File: src/rtl/mmio_console_in.sv
// -----------------------------------------------------------------------------
// mmio_console_in
//
// Memory-mapped console responder for a four-word window on the core's data
// request bus. Host characters are queued in an RX FIFO and popped by reads of
// RX_DATA. A STATUS register reports the FIFO fill level. Writes to TX_DATA are
// re-issued as a one-cycle character strobe. Responses are registered one cycle
// after a selected request, matching data_mem timing.
//
// Register map (by addr[3:2]):
//   0x0 RX_DATA  read pops head; 32'hFFFF_FFFF when empty
//   0x4 STATUS   {16'b0, count[7:0], 6'b0, tx_ready=1, !empty}
//   0x8 TX_DATA  write lane 0 -> tx strobe
//   0xC reserved reads 0, writes ignored
//
// Ports:
//   clk            clock
//   reset          synchronous, active-high reset
//   req            core data request (valid, addr, data, do_read, do_write)
//   rsp            registered response (valid, addr, data)
//   hit            registered; high when rsp.valid is driven by this block
//   host_rx_valid  host offers a character
//   host_rx_data   character byte
//   host_rx_ready  FIFO can accept (not full)
//   tx_valid       one-cycle strobe, console character written
//   tx_data        character, valid with tx_valid
// -----------------------------------------------------------------------------

package mmio_console_pkg;

  typedef struct packed {
    logic        valid;
    logic [31:0] addr;
    logic [31:0] data;
    logic [3:0]  do_read;
    logic [3:0]  do_write;
  } memory_io_req;

  typedef struct packed {
    logic        valid;
    logic [31:0] addr;
    logic [31:0] data;
  } memory_io_rsp;

endpackage

module mmio_console_in
  import mmio_console_pkg::*;
#(
  parameter int unsigned rx_depth  = 16,
  parameter logic [31:0] base_addr = 32'h0002_FFF0
) (
  input  logic         clk,
  input  logic         reset,
  input  memory_io_req req,
  output memory_io_rsp rsp,
  output logic         hit,
  input  logic         host_rx_valid,
  input  logic [7:0]   host_rx_data,
  output logic         host_rx_ready,
  output logic         tx_valid,
  output logic [7:0]   tx_data
);

  localparam int AW = $clog2(rx_depth);
  localparam int CW = AW + 1;

  typedef enum logic [1:0] {
    REG_RX     = 2'd0,
    REG_STATUS = 2'd1,
    REG_TX     = 2'd2,
    REG_RSVD   = 2'd3
  } reg_e;

  logic [7:0]    r_mem [rx_depth];
  logic [AW-1:0] r_wr_ptr;
  logic [AW-1:0] r_rd_ptr;
  logic [CW-1:0] r_count;
  memory_io_rsp  r_rsp;
  logic          r_hit;
  logic          r_tx_valid;
  logic [7:0]    r_tx_data;

  logic          w_sel;
  logic          w_is_read;
  logic          w_is_write;
  reg_e          w_reg;
  logic          w_empty;
  logic          w_full;
  logic          w_pop;
  logic          w_push;
  logic          w_tx_fire;
  logic [15:0]   w_count_wide;
  logic [31:0]   w_rdata;
  logic          w_unused;

  // Bits of the request that no register decodes.
  assign w_unused = &{1'b0, req.data[31:8], req.addr[1:0]};

  always_comb begin
    // NOTE: every always_comb output gets a default first so no path leaves
    // it unassigned, which would infer a latch.
    w_rdata      = '0;
    w_sel        = req.valid && (req.addr[31:4] == base_addr[31:4]);
    w_is_read    = |req.do_read;
    // A combined read/write is handled as a read only.
    w_is_write   = (|req.do_write) && !w_is_read;
    w_reg        = reg_e'(req.addr[3:2]);
    w_empty      = (r_count == '0);
    w_full       = (r_count == CW'(rx_depth));
    w_pop        = w_sel && w_is_read && (w_reg == REG_RX) && !w_empty;
    // Readiness comes from the registered count only: a same-cycle pop does
    // not open a slot for a push while full.
    w_push       = host_rx_valid && !w_full;
    w_tx_fire    = w_sel && w_is_write && (w_reg == REG_TX) && req.do_write[0];
    w_count_wide = 16'(r_count);

    if (w_is_read) begin
      unique case (w_reg)
        REG_RX:     w_rdata = w_empty ? 32'hFFFF_FFFF : {24'b0, r_mem[r_rd_ptr]};
        REG_STATUS: w_rdata = {16'b0, w_count_wide[7:0], 6'b0, 1'b1, !w_empty};
        REG_TX:     w_rdata = '0;
        REG_RSVD:   w_rdata = '0;
      endcase
    end
  end

  // NOTE: FIFO storage is deliberately not reset; pointers and count define
  // which entries are meaningful, and resetting a RAM costs muxes on every bit.
  always_ff @(posedge clk) begin
    if (w_push) begin
      r_mem[r_wr_ptr] <= host_rx_data;
    end
  end

  // NOTE: sequential state uses non-blocking assignments so every register
  // samples pre-edge values regardless of statement order.
  always_ff @(posedge clk) begin
    if (reset) begin
      r_wr_ptr   <= '0;
      r_rd_ptr   <= '0;
      r_count    <= '0;
      r_rsp      <= '0;
      r_hit      <= 1'b0;
      r_tx_valid <= 1'b0;
      r_tx_data  <= '0;
    end else begin
      if (w_push) r_wr_ptr <= r_wr_ptr + AW'(1);
      if (w_pop)  r_rd_ptr <= r_rd_ptr + AW'(1);
      if (w_push && !w_pop)      r_count <= r_count + CW'(1);
      else if (w_pop && !w_push) r_count <= r_count - CW'(1);

      r_rsp.valid <= w_sel;
      r_hit       <= w_sel;
      if (w_sel) begin
        r_rsp.addr <= req.addr;
        r_rsp.data <= w_rdata;
      end

      r_tx_valid <= w_tx_fire;
      if (w_tx_fire) r_tx_data <= req.data[7:0];
    end
  end

  assign rsp           = r_rsp;
  assign hit           = r_hit;
  assign host_rx_ready = !w_full;
  assign tx_valid      = r_tx_valid;
  assign tx_data       = r_tx_data;

endmodule

File: config.mk
export PLATFORM = sky130hd
export DESIGN_NAME = mmio_console_in
export DESIGN_NICKNAME = d
export VERILOG_FILES = /design/src/rtl/mmio_console_in.sv
export SDC_FILE = /design/constraint.sdc
export NUM_CORES = 1
export LEC_CHECK = 0
export BUFFER_PORTS_ARGS = -buffer_cell sky130_fd_sc_hd__buf_4
export CORE_UTILIZATION = 49
export DETAILED_ROUTE_END_ITERATION = 12
export GPL_ROUTABILITY_DRIVEN = 0
export GPL_TIMING_DRIVEN = 0
export PLACE_DENSITY = 0.75
export SYNTH_ARGS = -nofsm -noshare
export SYNTH_HDL_FRONTEND = slang
export SYNTH_SLANG_ARGS = --single-unit
File: constraint.sdc
create_clock -name clk -period 3.5 [get_ports clk]
set_clock_uncertainty 0.2 [all_clocks]
set_input_delay 0.35 -clock clk [delete_from_list [all_inputs] [get_ports clk]]
set_output_delay 0.35 -clock clk [all_outputs]
set_load 0.01 [all_outputs]
==> results of run 1 <==
[Yosys cell counts, types with 5 or more instances]
cell type and number:
nand3b_1 11, o22ai_1 6, dfxtp_1 73, mux4_2 23, xor2_1 5, nand2b_1 6
nand3_1 8, clkbuf_1 21, inv_1 7, mux2i_1 25, a21oi_1 17, and2_1 15
buf_2 5, mux2_2 10, nor2_1 71, nor4_1 5, nand2_1 27, nor3_1 12
a22o_1 7, ha_1 10, edfxtp_1 128, o21ai_0 8, buf_4 19
[worst min-delay path by stage]
| stage | slack (ns) | endpoint | from |
|---|---|---|---|
| finish | 0.003 | r_mem[13][7] | host_rx_data[7] |
| global route | 0.001 | r_mem[10][7] | host_rx_data[7] |
| CTS | 0.0001 | r_mem[5][2] | host_rx_data[2] |
| detailed placement | 0.25 | rsp[61] | rsp[61] |
| global placement | 0.25 | rsp[10] | rsp[10] |
| floorplan | 0.25 | r_mem[0][0] | host_rx_data[0] |
[power groups by stage]
stage	sequential, mW	clock, mW	combinational (mW)
after detailed placement	2.66	0	0.386
final	2.61	2.10	0.436
after CTS	2.61	2.12	0.416
after global placement	2.66	0	0.373
after global routing	2.62	2.22	0.490
after floorplan	2.65	0	0.237
[routing by layer]
metal,share of wire (%),wire length (µm),vias up,track usage (%)
met2,49,8840,259,36.8
met1,39,7080,2495,27.5
met4,3.0,546,0,8.51
li1,-,-,2387,-
met3,8.8,1590,37,5.16
met5,0,0,-,0
[worst register-to-register path, cell delays in order, from the launching register on]
cell and delay, ns:
dfxtp_1 0.38, or4_4 0.52, o211ai_1 0.27, nor3_2 0.09, inv_1 0.07, ha_2 0.20
inv_1 0.11, ha_4 0.23, nor2b_1 0.12, o21a_1 0.17, or3_1 0.33, a21oi_2 0.17
mux2_2 0.34
[metrics by stage]
step | area, µm² | setup WS (ns)
2_1_floorplan | 7870 | 0.124
6_report | 10000 | 0.179
3_3_place_gp | 9110 | -0.231
4_1_cts | 9940 | 0.0164
3_5_place_dp | 9110 | -0.276
5_1_grt | 10000 | 0.0343
[kinds of logic after synthesis]
group | Yosys count | synth area share [%]
multiplexers | 58 | 11.2
flip-flops | 201 | 67.4
XOR/XNOR | 8 | 0.891
AO/OA/AOI/OAI | 48 | 3.91
AND/OR/NAND/NOR | 177 | 11.1
adder cells (fa/ha/maj) | 11 | 1.84
buffers and inverters | 56 | 3.66
[registers in the layout, summed over array words and instances, names as in the netlist, named ones only]
signal,flops
rsp,46
r_rd_ptr,4
hit,1
r_count,5
r_wr_ptr,4
tx_data,8
r_mem,128
tx_valid,1
[repair_timing]
| item | 4_1_cts | 5_1_grt |
|---|---|---|
| endpoints found under the hold margin | 67 | 0 |
| hold buffers | 15 | 0 |
| setup buffers | 4 | 1 |
| endpoints found under the setup margin | 1 | 1 |
| pin swaps | 1 | 3 |
| gates resized for setup | 1 | 7 |
[final cells by class]
type,count,area share (%)
Clock buffer,27,5.48
Clock inverter,10,0.939
Multi-Input combinational cell,302,23.1
Inverter,7,0.263
Tap cell,211,2.64
Buffer,49,2.62
Timing Repair Buffer,153,11.9
Sequential cell,201,53.1
==> flow_metrics.env, run 1 <==
export IMPL_final_cell_mix="156 x buf_4, 128 x edfxtp_1, 71 x nor2_1, 71 x dfxtp_1"
export IMPL_grt_pass1_vias=5034
export IMPL_timing_slew_headroom_pct=19.0
export IMPL_critPathKind="reg2reg"
export IMPL_drt_iter0_drc=446
export IMPL_cts_buffers=21
export IMPL_syn_area_um2=7870
export IMPL_crit_buf_inv=2
export IMPL_synth_avg_cell_area_um2=14.1
export IMPL_final_max_slew_viol_count=0
export IMPL_synth_seq_cells=201
export IMPL_rsz0062_at_grt="false"
export IMPL_syn2layout_area_growth_pct=27.1
export IMPL_synth_top_cell_area_share_pct=48.9
export IMPL_synthesis_nets=654
export IMPL_rows=45
export IMPL_reg2reg_slack_ns=0.18
export IMPL_seq_power_share_pct=50.8
export IMPL_cp_required_ns=3.67
export IMPL_syn_inst=559
export IMPL_cp_max_fo=6
export IMPL_multi_input_area_um2=2310
export IMPL_tns_ns=0
export IMPL_seq_area_um2=5310
export IMPL_clockBufferDepth=3
export IMPL_ys_flop_type="edfxtp_1"
export IMPL_switchingPower_mw=1.12
export IMPL_rr_worst_depth=12
export IMPL_cp_common_cell="inv_1"
export IMPL_place_hpwl_um=12300
export IMPL_detail_route_antenna_nets=0
export IMPL_htree_levels=1
export IMPL_swShare_pct=21.8
export IMPL_grt_pass1_wl_um=27300
export IMPL_dp_cells=901
export IMPL_nNetsFinal=830
export IMPL_power_leakage_nw=3.74
export IMPL_dr_pass1_iters=7
export IMPL_cts_tree="done"
export IMPL_overflow=0
export IMPL_clock_root_buffer="clkbuf_16"
export IMPL_clkSinkCount=201
export IMPL_grtUsageTotal_pct=21.9
export IMPL_critPathCaptureType="flip-flop"
export IMPL_dieArea_um2=16600
export IMPL_cp_top_family="simple AND/OR/NAND/NOR gates"
export IMPL_p_total_mw=5.14
export IMPL_hold_depth=1
export IMPL_crit_path_start="r_count[2]"
export IMPL_worstPathArrival_ns=3.49
export IMPL_grt_max_degree=21
export IMPL_cp_depth=12
export IMPL_post_route_min_period_ns=3.32
export IMPL_wl_per_cell_um=18.8
export IMPL_drive_gt1_share_pct=30.8
export IMPL_coreArea_um2=15400
export IMPL_clkLatencyLatePin_ns=0.48
export IMPL_path_clk_slew_ns=0.06
export IMPL_r2r_start="r_count[2]"
export IMPL_routed_wl_um=18100
export IMPL_nFillCells=1136
export IMPL_drc=0
export IMPL_slowest_stage="or4_4"
export IMPL_num_antenna_cells=0
export IMPL_synth_seq_area_share_pct=67.4
export IMPL_intPower_mw=4.02
export IMPL_synth_area_top_cells="edfxtp_1 49%, dfxtp_1 19%, mux4_2 6.6%"
export IMPL_synth_largest_area_cell="edfxtp_1"
export IMPL_vias=5178
export IMPL_cap_viol_max_count=0
export IMPL_final_hold_viol_count=0
export IMPL_worst_pin_slew_ns=1.21
export IMPL_clkPwrFrac_pct=40.7
export IMPL_combinationalPowerShare_pct=8.5
export IMPL_max_vdd_ir_drop_mv=0.438
export IMPL_crit_chain="or4_4, o211ai_1, nor3_2, inv_1, ha_2, inv_1, ha_4, nor2b_1, o21a_1, or3_1, a21oi_2, mux2_2"
export IMPL_routed_via_density=5.39
export IMPL_port_buffers=131
export IMPL_p_per_area_nw_per_um2=514
export IMPL_timing_hold_ws_ns=0.00324
export IMPL_final_core_util_pct=64.8
export IMPL_r2r_end="r_count[4]"
export IMPL_async_flop_share_pct=0
export IMPL_start_util_pct=51.0
export IMPL_min_period_over_period_pct=94.9
export IMPL_die_w_um=129
export IMPL_finalSetupViolCount=0
export IMPL_synth_edf_count=128
export IMPL_worstSetupStartpointType="flip-flop"
export IMPL_min_path_type="in2reg"
export IMPL_final_common_cell="buf_4"
export IMPL_ioPinCount=160
export IMPL_finalNonFillerCells=960
export IMPL_fmaxAchievable_mhz=301
export IMPL_die_h_um=129
export IMPL_status="finished, final reports clean"
export IMPL_antenna_found_initial=0
export IMPL_synth_distinct_cells=47
export IMPL_yosysWarnings=0
export IMPL_cpPeakStageDelay_ns=0.52
export IMPL_endpoint="r_count[4]"
Note: power is estimated with default switching activity, not from simulation.
==> inputs of run 2 (changes only) <==
- CORE_UTILIZATION: 49 -> 51
- CTS_BUF_LIST: not set -> sky130_fd_sc_hd__clkbuf_4 sky130_fd_sc_hd__clkbuf_8
- PLACE_DENSITY: 0.75 -> 0.78
==> flow_metrics.env, run 2 (same netlist as run 1, synthesis figures left out) <==
export IMPL_clock_root_buffer="clkbuf_8"
export IMPL_final_core_util_pct=65.5
export IMPL_dr_pass1_iters=6
export IMPL_r2r_end="r_count[4]"
export IMPL_overflow=0
export IMPL_cts_buffers=31
export IMPL_ioPinCount=160
export IMPL_cp_max_fo=5
export IMPL_cts_tree="done"
export IMPL_cpPeakStageDelay_ns=0.54
export IMPL_crit_chain="or4_4, o211ai_1, nor3_2, inv_1, ha_4, inv_2, ha_1, nor2b_1, o21a_1, or3_1, a21oi_2, mux2_2"
export IMPL_num_antenna_cells=0
export IMPL_cap_viol_max_count=0
export IMPL_grt_pass1_vias=5366
export IMPL_rr_worst_depth=12
export IMPL_finalSetupViolCount=0
export IMPL_final_common_cell="buf_4"
export IMPL_fin_area_um2=9930
export IMPL_hold_path_end="r_count[4]"
export IMPL_htree_levels=1
export IMPL_intPower_mw=3.81
export IMPL_clkPwrFrac_pct=38.4
export IMPL_routed_wl_um=18000
export IMPL_p_per_area_nw_per_um2=497
export IMPL_critPathCaptureType="flip-flop"
export IMPL_dieArea_um2=15900
export IMPL_worstSetupStartpointType="flip-flop"
export IMPL_detail_route_antenna_nets=0
export IMPL_r2r_start="r_count[0]"
export IMPL_status="finished, final reports clean"
export IMPL_worstPathArrival_ns=3.58
export IMPL_drive_gt1_share_pct=32.0
export IMPL_antenna_found_initial=0
export IMPL_final_hold_viol_count=0
export IMPL_min_period_over_period_pct=95.5
export IMPL_grt_pass1_wl_um=28000
export IMPL_rsz0062_at_grt="false"
export IMPL_power_leakage_nw=3.73
export IMPL_max_vdd_ir_drop_mv=0.357
export IMPL_worst_pin_slew_ns=1.35
export IMPL_p_total_mw=4.93
export IMPL_slowest_stage="or4_4"
export IMPL_grtUsageTotal_pct=23.0
export IMPL_timing_hold_ws_ns=0.0173
export IMPL_start_util_pct=51.9
export IMPL_clockBufferDepth=3
export IMPL_cp_required_ns=3.73
export IMPL_vias=5213
export IMPL_top_register="r_mem"
export IMPL_syn2layout_area_growth_pct=26.2
export IMPL_routed_via_density=5.47
export IMPL_reg2reg_slack_ns=0.16
export IMPL_place_hpwl_um=12300
export IMPL_switchingPower_mw=1.12
export IMPL_swShare_pct=22.8
export IMPL_min_path_type="in2reg"
export IMPL_hold_start="reset"
export IMPL_placed_cell_area_um2=9090
export IMPL_rows=45
export IMPL_path_clk_slew_ns=0.06
export IMPL_die_w_um=126
export IMPL_clkLatencyLatePin_ns=0.55
export IMPL_seq_power_share_pct=52.9
export IMPL_largest_reg_flops=128
export IMPL_final_max_slew_viol_count=0
export IMPL_hold_depth=3
export IMPL_critPathKind="reg2reg"
export IMPL_timing_slew_headroom_pct=8.99
export IMPL_coreArea_um2=15100
export IMPL_final_cell_mix="151 x buf_4, 128 x edfxtp_1, 72 x dfxtp_1"
export IMPL_nNetsFinal=838
export IMPL_drt_iter0_drc=446
export IMPL_post_route_min_period_ns=3.34
export IMPL_clkSinkCount=201
export IMPL_combinationalPowerShare_pct=8.7
export IMPL_grt_max_degree=21
export IMPL_wl_per_cell_um=18.9
export IMPL_drc=0
export IMPL_fmaxAchievable_mhz=299
export IMPL_port_buffers=131
export IMPL_die_h_um=126
[run 2: through the flow]
stage / cells / setup WS (ns) / setup TNS [ns]
after detailed placement: 878 / -0.229 / -0.229
after global placement: 878 / -0.139 / -0.139
final: 953 / 0.157 / 0
after CTS: 953 / 0.00818 / 0
after floorplan: 559 / 0.124 / 0
after global routing: 953 / 0.0300 / 0
[run 2: power by group through the flow]
stage,Combinational [mW],Sequential [mW],Clock [mW]
6_report,0.429,2.61,1.89
5_1_grt,0.477,2.62,2.04
4_1_cts,0.416,2.61,1.93
3_5_place_dp,0.394,2.66,0
3_3_place_gp,0.372,2.65,0
2_1_floorplan,0.237,2.65,0
[run 2: critical path: cells and delay by family (launching register included)]
family | cells | cell delay [ns]
muxes | 1 | 0.34
DFF | 1 | 0.34
adders and majority gates | 2 | 0.45
and+or+nand+nor | 4 | 1.13
buffers and inverters | 2 | 0.18
AOI/OAI and AO/OA | 3 | 0.59
[run 2: layout make-up]
type,instances,area [µm²]
clock inverter,9,40.0
multi-input combinational,302,2300
clock buffer,46,577
inverter,7,26.3
buffer,49,262
fill,1082,5220
sequential,201,5310
tap,188,235
timing repair buffer,151,1180
[run 2: worst max path at each step]
stage	cells past startpoint	start	end	slack (ns)
2_1_floorplan	12	req[47]	r_count[4]	0.12
3_3_place_gp	13	req[47]	r_count[4]	-0.14
3_5_place_dp	13	req[61]	r_count[4]	-0.23
4_1_cts	12	r_count[0]	r_count[4]	0.008
5_1_grt	12	r_count[0]	r_count[4]	0.03
6_report	12	r_count[0]	r_count[4]	0.16
[run 2: routing by layer]
metal,up-vias,track usage [%],routed length [µm]
met5,-,0,0
met4,0,8.15,548
met3,41,4.16,1670
met2,294,40.1,8910
met1,2468,28.9,6900
li1,2410,-,-
[run 2: what timing repair did]
| action | CTS | global route |
|---|---|---|
| buffers inserted | 1 | 0 |
| pin swaps | 1 | 1 |
| hold buffers | 19 | 0 |
| endpoints found under the hold margin | 139 | 0 |
| endpoints found under the setup margin | 1 | 1 |
| gates resized for setup | 0 | 7 |
